===== src/rtl/ovl_fire_collector_if.sv =====
// Event stream from the fire collector to its consumer (firmware or bench).
// The master drives the FIFO head; the slave answers with ready.
interface ovl_fire_collector_if #(
  parameter int unsigned TS_WIDTH = 16
);
  logic                evt_valid;
  logic                evt_ready;
  logic [3:0]          evt_id;
  logic [2:0]          evt_type;
  logic [TS_WIDTH-1:0] evt_time;

  modport master (
    output evt_valid,
    output evt_id,
    output evt_type,
    output evt_time,
    input  evt_ready
  );

  modport slave (
    input  evt_valid,
    input  evt_id,
    input  evt_type,
    input  evt_time,
    output evt_ready
  );
endinterface


===== src/rtl/ovl_fire_collector.sv =====
// Collects OVL checker fire buses into a timestamped first-word-fall-through
// event FIFO, with saturating per-checker violation counters and sticky flags.
module ovl_fire_collector #(
  parameter int unsigned NUM_CHECKERS = 4,
  parameter int unsigned FIFO_DEPTH   = 8,
  parameter int unsigned TS_WIDTH     = 16,
  parameter int unsigned CNT_WIDTH    = 8
) (
  input  logic                              clock,
  input  logic                              reset,
  input  logic                              enable,
  input  logic                              clear,
  input  logic [3*NUM_CHECKERS-1:0]         fire_bus,
  ovl_fire_collector_if.master              evt,
  output logic [NUM_CHECKERS*CNT_WIDTH-1:0] viol_count,
  output logic                              any_violation,
  output logic                              overflow,
  output logic [$clog2(FIFO_DEPTH):0]       fifo_level
);

  localparam int unsigned AW = $clog2(FIFO_DEPTH);
  localparam int unsigned LW = AW + 1;

  typedef struct packed {
    logic [3:0]          id;
    logic [2:0]          kind;
    logic [TS_WIDTH-1:0] stamp;
  } entry_t;

  logic [TS_WIDTH-1:0]     ts;
  logic [NUM_CHECKERS-1:0] pend;
  logic [2:0]              pend_type [NUM_CHECKERS];
  logic [TS_WIDTH-1:0]     pend_time [NUM_CHECKERS];
  logic [CNT_WIDTH-1:0]    cnt       [NUM_CHECKERS];

  entry_t                  mem [FIFO_DEPTH];
  entry_t                  last_head;
  entry_t                  head;
  entry_t                  push_entry;
  logic [AW-1:0]           wr_ptr;
  logic [AW-1:0]           rd_ptr;
  logic [LW-1:0]           level;

  logic [2:0]              fire [NUM_CHECKERS];
  logic [NUM_CHECKERS-1:0] fired;
  logic [NUM_CHECKERS-1:0] took;
  logic [NUM_CHECKERS-1:0] merge;
  logic [NUM_CHECKERS-1:0] assert_hit;
  logic [3:0]              sel;
  logic                    found;
  logic                    full;
  logic                    pop;
  logic                    push;
  logic                    sample;

  assign full   = (level == LW'(FIFO_DEPTH));
  assign pop    = (level != '0) && evt.evt_ready;
  assign push   = found && !clear && (!full || pop);
  assign sample = enable && !clear;

  // Lowest-index pending checker wins the single push slot.
  always_comb begin
    found = 1'b0;
    sel   = '0;
    for (int unsigned k = 0; k < NUM_CHECKERS; k++) begin
      if (pend[k] && !found) begin
        found = 1'b1;
        sel   = 4'(k);
      end
    end
  end

  always_comb begin
    push_entry.id    = sel;
    push_entry.kind  = '0;
    push_entry.stamp = '0;
    for (int unsigned k = 0; k < NUM_CHECKERS; k++) begin
      if (sel == 4'(k)) begin
        push_entry.kind  = pend_type[k];
        push_entry.stamp = pend_time[k];
      end
    end
  end

  // A checker drained this edge starts a fresh entry, so only a still-pending
  // entry counts as a merge.
  always_comb begin
    for (int unsigned k = 0; k < NUM_CHECKERS; k++) begin
      fire[k]       = fire_bus[3*k +: 3];
      fired[k]      = sample && (fire[k] != 3'b000);
      took[k]       = push && (sel == 4'(k));
      merge[k]      = fired[k] && pend[k] && !took[k];
      assert_hit[k] = sample && fire[k][0];
    end
  end

  always_ff @(posedge clock) begin
    if (!reset) begin
      ts            <= '0;
      pend          <= '0;
      any_violation <= 1'b0;
      overflow      <= 1'b0;
      for (int unsigned k = 0; k < NUM_CHECKERS; k++) begin
        pend_type[k] <= '0;
        pend_time[k] <= '0;
        cnt[k]       <= '0;
      end
    end else begin
      if (enable) begin
        ts <= ts + TS_WIDTH'(1);
      end

      if (clear) begin
        pend          <= '0;
        any_violation <= 1'b0;
        overflow      <= 1'b0;
        for (int unsigned k = 0; k < NUM_CHECKERS; k++) begin
          pend_type[k] <= '0;
          cnt[k]       <= '0;
        end
      end else begin
        if (|assert_hit) begin
          any_violation <= 1'b1;
        end
        if (|merge) begin
          overflow <= 1'b1;
        end
        for (int unsigned k = 0; k < NUM_CHECKERS; k++) begin
          if (fired[k]) begin
            pend[k] <= 1'b1;
            if (merge[k]) begin
              pend_type[k] <= pend_type[k] | fire[k];
            end else begin
              pend_type[k] <= fire[k];
              pend_time[k] <= ts;
            end
          end else if (took[k]) begin
            pend[k]      <= 1'b0;
            pend_type[k] <= '0;
          end
          if (assert_hit[k] && (cnt[k] != '1)) begin
            cnt[k] <= cnt[k] + CNT_WIDTH'(1);
          end
        end
      end
    end
  end

  always_ff @(posedge clock) begin
    if (!reset) begin
      wr_ptr    <= '0;
      rd_ptr    <= '0;
      level     <= '0;
      last_head <= '0;
    end else begin
      if (push) begin
        wr_ptr <= wr_ptr + AW'(1);
      end
      if (pop) begin
        rd_ptr    <= rd_ptr + AW'(1);
        last_head <= mem[rd_ptr];
      end
      if (push && !pop) begin
        level <= level + LW'(1);
      end else if (pop && !push) begin
        level <= level - LW'(1);
      end
    end
  end

  always_ff @(posedge clock) begin
    if (push) begin
      mem[wr_ptr] <= push_entry;
    end
  end

  // Once drained, the outputs keep showing the last entry handed out.
  assign head          = (level != '0) ? mem[rd_ptr] : last_head;
  assign evt.evt_valid = (level != '0);
  assign evt.evt_id    = head.id;
  assign evt.evt_type  = head.kind;
  assign evt.evt_time  = head.stamp;
  assign fifo_level    = level;

  always_comb begin
    viol_count = '0;
    for (int unsigned k = 0; k < NUM_CHECKERS; k++) begin
      viol_count[k*CNT_WIDTH +: CNT_WIDTH] = cnt[k];
    end
  end

endmodule


===== src/flat_wrapper.sv =====
// flat-port wrapper written by rule: the top's interface ports become plain ports
module ovl_fire_collector_flat 
#(
  parameter int unsigned NUM_CHECKERS = 4,
  parameter int unsigned FIFO_DEPTH   = 8,
  parameter int unsigned TS_WIDTH     = 16,
  parameter int unsigned CNT_WIDTH    = 8
)
  (clock, reset, enable, clear, fire_bus, viol_count, any_violation, overflow, fifo_level, evt_evt_valid, evt_evt_id, evt_evt_type, evt_evt_time, evt_evt_ready);
  ovl_fire_collector_if #(.TS_WIDTH(TS_WIDTH)) evt_i ();
  input  logic clock;
  input  logic reset;
  input  logic enable;
  input  logic clear;
  input  logic [3*NUM_CHECKERS-1:0] fire_bus;
  output logic [NUM_CHECKERS*CNT_WIDTH-1:0] viol_count;
  output logic any_violation;
  output logic overflow;
  output logic [$clog2(FIFO_DEPTH):0] fifo_level;
  output wire logic [$bits(evt_i.evt_valid)-1:0] evt_evt_valid;
  output wire logic [$bits(evt_i.evt_id)-1:0] evt_evt_id;
  output wire logic [$bits(evt_i.evt_type)-1:0] evt_evt_type;
  output wire logic [$bits(evt_i.evt_time)-1:0] evt_evt_time;
  input wire logic [$bits(evt_i.evt_ready)-1:0] evt_evt_ready;
  assign evt_evt_valid = evt_i.evt_valid;
  assign evt_evt_id = evt_i.evt_id;
  assign evt_evt_type = evt_i.evt_type;
  assign evt_evt_time = evt_i.evt_time;
  assign evt_i.evt_ready = evt_evt_ready;
  ovl_fire_collector #(.NUM_CHECKERS(NUM_CHECKERS), .FIFO_DEPTH(FIFO_DEPTH), .TS_WIDTH(TS_WIDTH), .CNT_WIDTH(CNT_WIDTH)) u_core (.clock(clock), .reset(reset), .enable(enable), .clear(clear), .fire_bus(fire_bus), .evt(evt_i), .viol_count(viol_count), .any_violation(any_violation), .overflow(overflow), .fifo_level(fifo_level));
endmodule

===== config.mk =====
export PLATFORM = sky130hd
export DESIGN_NAME = ovl_fire_collector_flat
export DESIGN_NICKNAME = d
export VERILOG_FILES = /design/src/rtl/ovl_fire_collector_if.sv /design/src/rtl/ovl_fire_collector.sv /design/src/flat_wrapper.sv
export SDC_FILE = /design/constraint.sdc
export NUM_CORES = 1
export LEC_CHECK = 0
export CORE_MARGIN = 10
export CORE_UTILIZATION = 37
export DETAILED_ROUTE_END_ITERATION = 16
export SYNTH_ARGS = -nofsm -noshare
export SYNTH_HDL_FRONTEND = slang
export SYNTH_SLANG_ARGS = --single-unit

===== constraint.sdc =====
create_clock -name clock -period 3.94 [get_ports clock]
set_input_delay 0.985 -clock clock [delete_from_list [all_inputs] [get_ports clock]]
set_output_delay 0.985 -clock clock [all_outputs]
set_load 0.01 [all_outputs]

# == Yosys cells after proc, flatten, opt, wreduce, memory -nomap -nowiden ==
# Memory sizes are Yosys's and may differ from the RTL's. A register that Yosys moved wholly into a read port is not among the register bits.
# Index checks and enable logic that the tools add are counted.
# op_classes
n_addsub,9
eq_ne,8
muxes,134
bitwise_logic,33
reduce_logical,59
# ops
cell,count
$mux W1,95
$mux W19,4
$mux W16,4
$mux W8,8
$mux W3,18
$logic_and A1 B1 Y1,33
$add A8 B1 Y8 const B,4
$ne A8 B8 Y1 const B,4
$or A1 B1 Y1,28
$mux W23,1
$add A16 B1 Y16 const B,1
$or A3 B3 Y3,4
$reduce_bool A3 Y1,4
$logic_not A1 Y1,11
$reduce_bool A2 Y1,5
$mux W4,2
$reduce_or A4 Y1,2
$add A3 B1 Y3 const B,2
$add A4 B1 Y4 const B,1
$eq A2 B2 Y1 const B,2
$eq A4 B4 Y1 const B,1
$logic_not A4 Y1,1
$mux W2,2
$reduce_bool A4 Y1,1
other kinds (5),5
# word_totals
regBits,55
mem_bits_rw,276
inputBits,17
output_inout_bits,62
word_cells,260
memories,4
# memory_table
name,depth,width,read_ports,rd_ports_with_merged_regs,wr,line,text
u_core.mem,8,21,1,1,1,ovl_fire_collector.sv:36,entry_t mem [FIFO_DEPTH];
u_core.pend_time,4,16,4,0,4,ovl_fire_collector.sv:33,logic [TS_WIDTH-1:0] pend_time [NUM_CHECKERS];
u_core.cnt,4,8,4,0,4,ovl_fire_collector.sv:34,logic [CNT_WIDTH-1:0] cnt [NUM_CHECKERS];
u_core.pend_type,4,3,4,0,4,ovl_fire_collector.sv:32,logic [2:0] pend_type [NUM_CHECKERS];

# == Longest topological paths before layout ==
# Gate-level depths: netlist of run 1.
# depth
ltp_word,23
ltp_mapped,13
depth_no_buf,11

# == Worst setup path before layout of run 1 ==
# Ideal clock, no wire load.
# synth_timing
path_type,in2reg
start,input evt_evt_ready
end,"memory u_core.mem[4][0] (netlist bit), enable pin"
setup_time_ns,0.430
arrival_ns,3.638
t_required_ns,3.510
slack_ns,-0.128
cell_stages,5
n_path_buf,1
path_cell_list,nor2b_1 > clkbuf_1 > a221oi_1 > nand2b_1 > nor3b_1
# synth_between
elab_chain_cells,5
# synth_lines
item,line,text
from (decl),flat_wrapper.sv:24,input wire logic [$bits(evt_i.evt_ready)-1:0] evt_evt_ready;
$logic_and A1 B1 Y1,ovl_fire_collector.sv:57,assign pop = (level != '0) && evt.evt_ready;
$logic_or A1 B1 Y1,ovl_fire_collector.sv:58,assign push = found && !clear && (!full || pop);
$logic_and A1 B1 Y1,ovl_fire_collector.sv:58,
via u_core.push,ovl_fire_collector.sv:53,logic push;
$mux W1,ovl_fire_collector.sv:172,if (push) begin
$mux W1 (not written as such),ovl_fire_collector.sv:173,mem[wr_ptr] <= push_entry;
to (decl),ovl_fire_collector.sv:36,
# The timed path passes the listed nets, and every way through them passes these cells.

==> results of run 1 <==
[synth_stat cells (all sizes together) (3+ instances only)]
library cell,count,area share [%]
nor2b,6,0.27
o21ai,29,1.0
nor2,133,3.5
nand2b,7,0.31
and3,6,0.27
xor2,21,1.3
o311ai,7,0.43
nand4,7,0.31
or2,5,0.22
a22oi,3,0.16
xnor2,20,1.2
and2,61,2.7
edfxtp,268,57
ha,10,0.89
inv,14,0.37
nor3,9,0.36
and4,3,0.19
mux2i,43,3.1
o211ai,5,0.27
a32o,3,0.21
a21oi,61,2.2
nand3,18,0.64
or3,7,0.31
clkbuf,40,1.1
a211oi,25,1.4
o31ai,4,0.25
nand2,65,1.7
mux4,42,6.7
dfxtp,64,9.1
buf,19,0.70
nor3b,7,0.45
[routing by layer]
metal / routed length (um) / vias up
met5: 0 / -
met4: 471 / 0
met3: 1410 / 39
met2: 14500 / 177
met1: 13700 / 4116
li1: - / 4015
[flip-flops by register name, indices dropped and copies added (netlist names), named ones only]
signal / cells
u_core.any_violation: 1
u_core.cnt: 32
u_core.fifo_level: 4
u_core.last_head: 21
u_core.mem: 168
u_core.overflow: 1
u_core.pend: 4
u_core.pend_time: 64
u_core.pend_type: 12
u_core.rd_ptr: 3
u_core.ts: 16
u_core.wr_ptr: 3
[per-stage QoR]
step                      cells  util [%]  setup slack, ps
final                      1662      44.2              203
after global placement     1598      41.5              434
after global routing       1661      44.2             66.4
after floorplan            1033         -             -128
after CTS                  1661      44.2              169
after detailed placement   1598      41.5              426
[placed cells by master, fill, tap and decap left out, types with 4 or more instances in the layout]
master and n:
clkbuf_16 36, or2_2 5, nor2b_1 5, nand4_1 7, or3_1 7, o311ai_0 6, edfxtp_1 268, and2_1 61
xor2_1 21, inv_1 13, nand2_1 65, clkdlybuf4s50_1 76, o21ai_0 27, mux4_2 42, dfxtp_1 62, xnor2_1 20
nor2_1 131, clkbuf_1 11, nor3b_2 4, nand2b_1 7, clkinv_1 9, nand3_1 18, mux2i_1 43, buf_4 34
o211ai_1 5, a21oi_1 61, and3_1 6, nor3_1 6, a211oi_1 24, ha_1 10
[worst min-delay path: stages (launching register included)]
cell and delay [ps]:
dfxtp_1 330, a21oi_1 40, nor2_1 70
[worst paths after layout]
path	from	end	slack [ps]	depth (start not counted)
worst max-delay path	register	evt_evt_time[1]	200	5
worst min-delay path	u_core.any_violation	u_core.any_violation	470	2
worst max register to register	u_core.fifo_level[0]	u_core.fifo_level[3]	950	12
worst min register to register	u_core.any_violation	u_core.any_violation	470	2
[area by class of cell]
type	count	area (um^2)
tap	511	639
clock buffer	47	942
sequential	332	9330
timing repair buffer	113	1080
inverter	14	52.6
multi-input combinational	628	4520
antenna	1	2.50
clock inverter	16	91.3
fill	3484	21000
[cells by family after synthesis]
logic type / after synthesis
adder cells (fa/ha/maj): 11
AO/OA/AOI/OAI: 149
flip-flops: 332
multiplexers: 85
XOR/XNOR: 41
AND/OR/NAND/NOR: 340
buffers and inverters: 73
other: 1
[where the power goes]
| part | switching [uW] | internal, uW | leakage, uW |
|---|---|---|---|
| Combinational | 1260 | 1200 | 0.00187 |
| Sequential | 135 | 4010 | 0.00314 |
| Clock | 1320 | 1690 | 0.000503 |
| Total | 2720 | 6900 | 0.00552 |
==> key figures, run 1 <==
Run status
  – Outcome: finished, final reports clean

GRT
  – Busiest grt layer: met2
  – GR Util met2: a little over a fifth
  – GR Overflow Total: 0
  – M3 GR Usage: between 2 and 3%
  – Largest net degree at the start of global routing: 48
  – Initial antenna violation count: 0
  – Vias in the first global route: 8564
  – Total Routing Usage GR: about 13%
  – GR Util met1: approximately 17%
  – First-pass GRT wire length: 48.8 mm

Hold path
  – HP Class: register to register

Worst setup path
  – CP cell instances: buf_12, mux4_2, mux2i_1, a21oi_1, clkdlybuf4s50_1
  – Critical path's top delay family: multiplexers
  – Worst Path Required: about 3000 ps
  – Crit start category: register
  – Critical-path top delay cell: mux4_2
  – Setup CP Type: register to output pin
  – Crit Path Max Fanout: 42
  – CP endpoint kind: output pin
  – Worst Path Buf+Inv: 2
  – Arr. time, crit path: between 2000 and 3000 ps
  – CP max stage delay: ~550 ps

Logic synthesis
  – Syn Area/Cell: 13.7 um^2
  – Yosys cell types: 54
  – Main synth FF type: edfxtp_1
  – Largest family of logic cells by synthesized area: simple AND/OR/NAND/NOR gates
  – Warnings from Yosys: 0
  – XOR/XNOR Fraction of Synth Area: 2.55%
  – Multiplexer share of the synthesized area: roughly 9.8%
  – Flops & latches, synth: between 300 and 400
  – Mapped Area: about 0.014 mm^2
  – Synth Area in Compound Gates: 6.63%
  – Adder-cell share of the synthesized area: under 10%
  – Async SR Flop Fraction: 0%
  – Synth Instances: about 1.0k
  – Post-Synth Simple-Gate Area: a little under an eighth
  – Seq/Total Area, Yosys: 66.2%
  – Post-synth EDFFs: between 200 and 300

Pwr
  – PwrDens: 578 mW/mm^2
  – Lkg Pwr: 0.00552 uW
  – VDD IR max: ~360 uV
  – Total Power: between 9000 and 10000 uW

STA
  – RSZ-0062 raised after global routing: false
  – Slew margin rel.: approximately 16%
  – Total negative setup slack: 0 ps
  – Fin. Hold Viols: 0
  – Clock Skew: between 15 and 20 ps
  – Max Freq: between 0.2 and 0.3 GHz
  – Final-report setup violation count: 0
  – Min cycle time layout: approximately 3700 ps
  – Max-slew violations: 0
  – WHS: between 400 and 500 ps
  – Fin crit share: between 90% and 100%
  – Worst slew pin tran: between 1000 and 1500 ps

Die
  – I/O pin cnt: approximately 80
  – Core area: 0.0377 mm^2
  – Die extent in x: between 200 and 250 um
  – Initial Util: 37.4%
  – Die area: around 0.046 mm^2
  – Site Rows: ~70
  – Die height: about 220 um

Route
  – ANT nets after route: 0
  – Initial DRT Pass Iterations: 6
  – Initial DRC Count: a little over 500
  – Via density: roughly 5
  – Vias: approximately 8.3k
  – Wire length per cell: 18.1 um
  – WL final: around 30 mm
  – DRC: 0

Clock tree
  – Resized cells post-CTS: 0
  – CTS tree: built
  – CTS Buffer Depth: 3
  – CTS clk-pin slew, worst paths: roughly 60 ps
  – # Post-CTS Setup Buffers: 0
  – Worst skew pair latency: around 510 ps
  – H-tree depth: 2
  – Sink Count: 332
  – TritonCTS buffer count: 35
  – CTS Hold Bufs: 0
  – CTS Root Cell: clkbuf_16

Run
  – Max_cap viols: 0

Final layout
  – Design area: 0.0167 mm^2
  – P&R area growth vs syn: 18.1%
  – Layout cell share with drive strength beyond 1: roughly an eighth
  – Net count reported at finish: 1152

Placement
  – Input/output buffers: 76
  – DPL Wire Length: a little under 20 mm
  – Area after DPL: around 0.016 mm^2
  – Gpl congestion: a little under 0.8
No activity file was read; power rests on OpenSTA's default activity.
==> inputs of run 2 (changes only) <==
--- a/config.mk
+++ b/config.mk
@@ -6,7 +6,7 @@
 export NUM_CORES = 1
 export LEC_CHECK = 0
 export CORE_MARGIN = 10
-export CORE_UTILIZATION = 37
+export CORE_UTILIZATION = 35
 export DETAILED_ROUTE_END_ITERATION = 16
 export SYNTH_ARGS = -nofsm -noshare
 export SYNTH_HDL_FRONTEND = slang
==> key figures, run 2 (same netlist as run 1, synthesis figures left out) <==
Final layout
  – Leading cell types in the layout, fill and taps excluded: 268 x edfxtp_1, 131 x nor2_1, 76 x clkdlybuf4s50_1 (unchanged)
  – Most common cell after layout, fill and taps aside: edfxtp_1 (unchanged)
  – Largest regs: u_core.mem (168), u_core.pend_time (64), u_core.cnt (32) (unchanged)
  – Post-Layout Cell Count: 1681 (was 1662)
  – P&R area growth vs syn: 19.2% (was 18.1%)
  – Design area: 0.0168 mm^2 (was 0.0167 mm^2)
  – Layout cell share with drive strength beyond 1: 13.3% (was 12.9%)
  – Most flop-heavy register: u_core.mem (unchanged)
  – Largest register FFs: 168 (unchanged)
  – Net count reported at finish: 1156 (was 1152)
  – Fill cells: 3665 (was 3484)

STA
  – Fin crit share: 95.9% (was 94.8%)
  – RSZ-0062 raised after global routing: false (unchanged)
  – Max-slew violations: 0 (unchanged)
  – Final-report setup violation count: 0 (unchanged)
  – Slew margin rel.: 8.15% (was 16.4%)
  – Max Freq: 0.265 GHz (was 0.268 GHz)
  – Fin. Hold Viols: 0 (unchanged)
  – Clock Skew: 23.8 ps (was 17.6 ps)
  – Final setup margin: 163 ps (was 203 ps)
  – Worst slew pin tran: 1360 ps (was 1240 ps)
  – Min cycle time layout: 3780 ps (was 3740 ps)

Pwr
  – VDD IR max: 313 uV (was 362 uV)
  – PwrDens: 591 mW/mm^2 (was 578 mW/mm^2)
  – Total Power: 9930 uW (was 9620 uW)
  – Lkg Pwr: 0.00558 uW (was 0.00552 uW)

GRT
  – First-pass GRT wire length: 48.0 mm (was 48.8 mm)
  – Largest net degree at the start of global routing: 48 (unchanged)
  – Total Routing Usage GR: 12.5% (was 13.0%)
  – Vias in the first global route: 8310 (was 8564)
  – GR Overflow Total: 0 (unchanged)
  – Initial antenna violation count: 0 (unchanged)

Placement
  – Gpl congestion: 0.801 (was 0.790)
  – Post-placement cell count: 1615 (was 1598)
  – Input/output buffers: 76 (unchanged)
  – DPL Wire Length: 19.7 mm (was 19.4 mm)
  – Pre-CTS setup slack: 438 ps (was 426 ps)
  – Area after DPL: 0.0156 mm^2 (about the same)

Die
  – Die height: 221 um (was 215 um)
  – Site Rows: 73 (was 71)
  – I/O pin cnt: 79 (unchanged)
  – Core area: 0.0398 mm^2 (was 0.0377 mm^2)
  – Die area: 0.0487 mm^2 (was 0.0463 mm^2)
  – Die extent in x: 221 um (was 215 um)
  – Initial Util: 35.4% (was 37.4%)

Worst setup path
  – Arr. time, crit path: 2790 ps (was 2750 ps)
  – Crit Path Max Fanout: 42 (unchanged)
  – Setup CP Type: register to output pin (unchanged)
  – CP max stage delay: 550 ps (about the same)
  – CP cell instances: buf_12, mux4_2, mux2i_1, a21oi_1, clkdlybuf4s50_1 (unchanged)
  – Critical-path top delay cell: mux4_2 (unchanged)
  – CP endpoint kind: output pin (unchanged)
  – Crit start category: register (unchanged)
  – Worst Path Required: 2950 ps (about the same)

Run
  – Max_cap viols: 0 (unchanged)

Route
  – ANT nets after route: 0 (unchanged)
  – Initial DRC Count: 473 (was 509)
  – WL final: 30.8 mm (was 30.1 mm)
  – DRC: 0 (unchanged)
  – Wire length per cell: 18.3 um (was 18.1 um)
  – Vias: 8354 (was 8347)
  – Via density: 4.97 (was 5.02)
  – Initial DRT Pass Iterations: 5 (was 6)

Clock tree
  – Worst skew pair latency: 540 ps (was 510 ps)
  – CTS Root Cell: clkbuf_16 (unchanged)
  – Sink Count: 332 (unchanged)
  – Resized cells post-CTS: 0 (unchanged)
  – CTS Hold Bufs: 0 (unchanged)
  – CTS clk-pin slew, worst paths: 60 ps (about the same)
  – # Post-CTS Setup Buffers: 0 (unchanged)
  – H-tree depth: 2 (unchanged)
  – TritonCTS buffer count: 36 (was 35)
  – CTS tree: built (unchanged)
  – CTS Buffer Depth: 3 (unchanged)

Hold path
  – HP Class: register to register (unchanged)

Run status
  – Outcome: finished, final reports clean (unchanged)
## run 2: cell types whose count changed in the layout (fill, tap and decap cells not counted), sizes merged
| cell | change |
|---|---|
| clkinv | -9 |
| clkbuf | +8 |
| buf | +3 |
| bufinv | +3 |
## run 2: metal layers
layer,up-vias,wire length [um],global-route usage [%]
li1,4026,-,-
met1,4124,14300,16.8
met2,162,14500,20.3
met3,42,1450,2.51
met4,0,538,3.47
met5,-,0,0
## run 2: where the power goes
| group | internal (uW) | leakage [uW] | switching, uW |
|---|---|---|---|
| Combinational | 1200 | 0.00188 | 1260 |
| Sequential | 4010 | 0.00314 | 136 |
| Clock | 1970 | 0.000557 | 1350 |
| Total | 7180 | 0.00558 | 2750 |
## run 2: through the flow
stage	TNS, ps	util [%]	hold WS, ps
3_3_place_gp	0	39.3	457
2_1_floorplan	-7360	-	454
5_1_grt	0	42.2	519
6_report	0	42.2	479
4_1_cts	0	42.2	484
3_5_place_dp	0	39.3	470
## run 2: worst max-delay path, delay by kind of cell (launching register included)
family | cells | cell delay, ps
compound gates | 1 | 130
buf+inv | 2 | 800
flops | 1 | 340
mux | 2 | 950
## run 2: final timing paths
path	startpoint	slack, ps	end	depth (start not counted)
setup / recovery	register	160	evt_evt_time[1]	5
hold / removal	u_core.rd_ptr[1]	480	register	2
setup reg to reg	u_core.fifo_level[0]	960	u_core.fifo_level[3]	12
hold reg to reg	u_core.rd_ptr[1]	480	register	2
## run 2: area by class of cell
cell class / instances / area, um^2 / share of cell area [%]
clock inverter: 10 / 155 / 0.923
timing repair buffer: 116 / 1090 / 6.46
antenna: 1 / 2.50 / 0.0149
tap: 525 / 657 / 3.91
clock buffer: 55 / 1000 / 5.96
multi-input combinational: 628 / 4520 / 26.9
inverter: 14 / 52.6 / 0.313
sequential: 332 / 9330 / 55.5
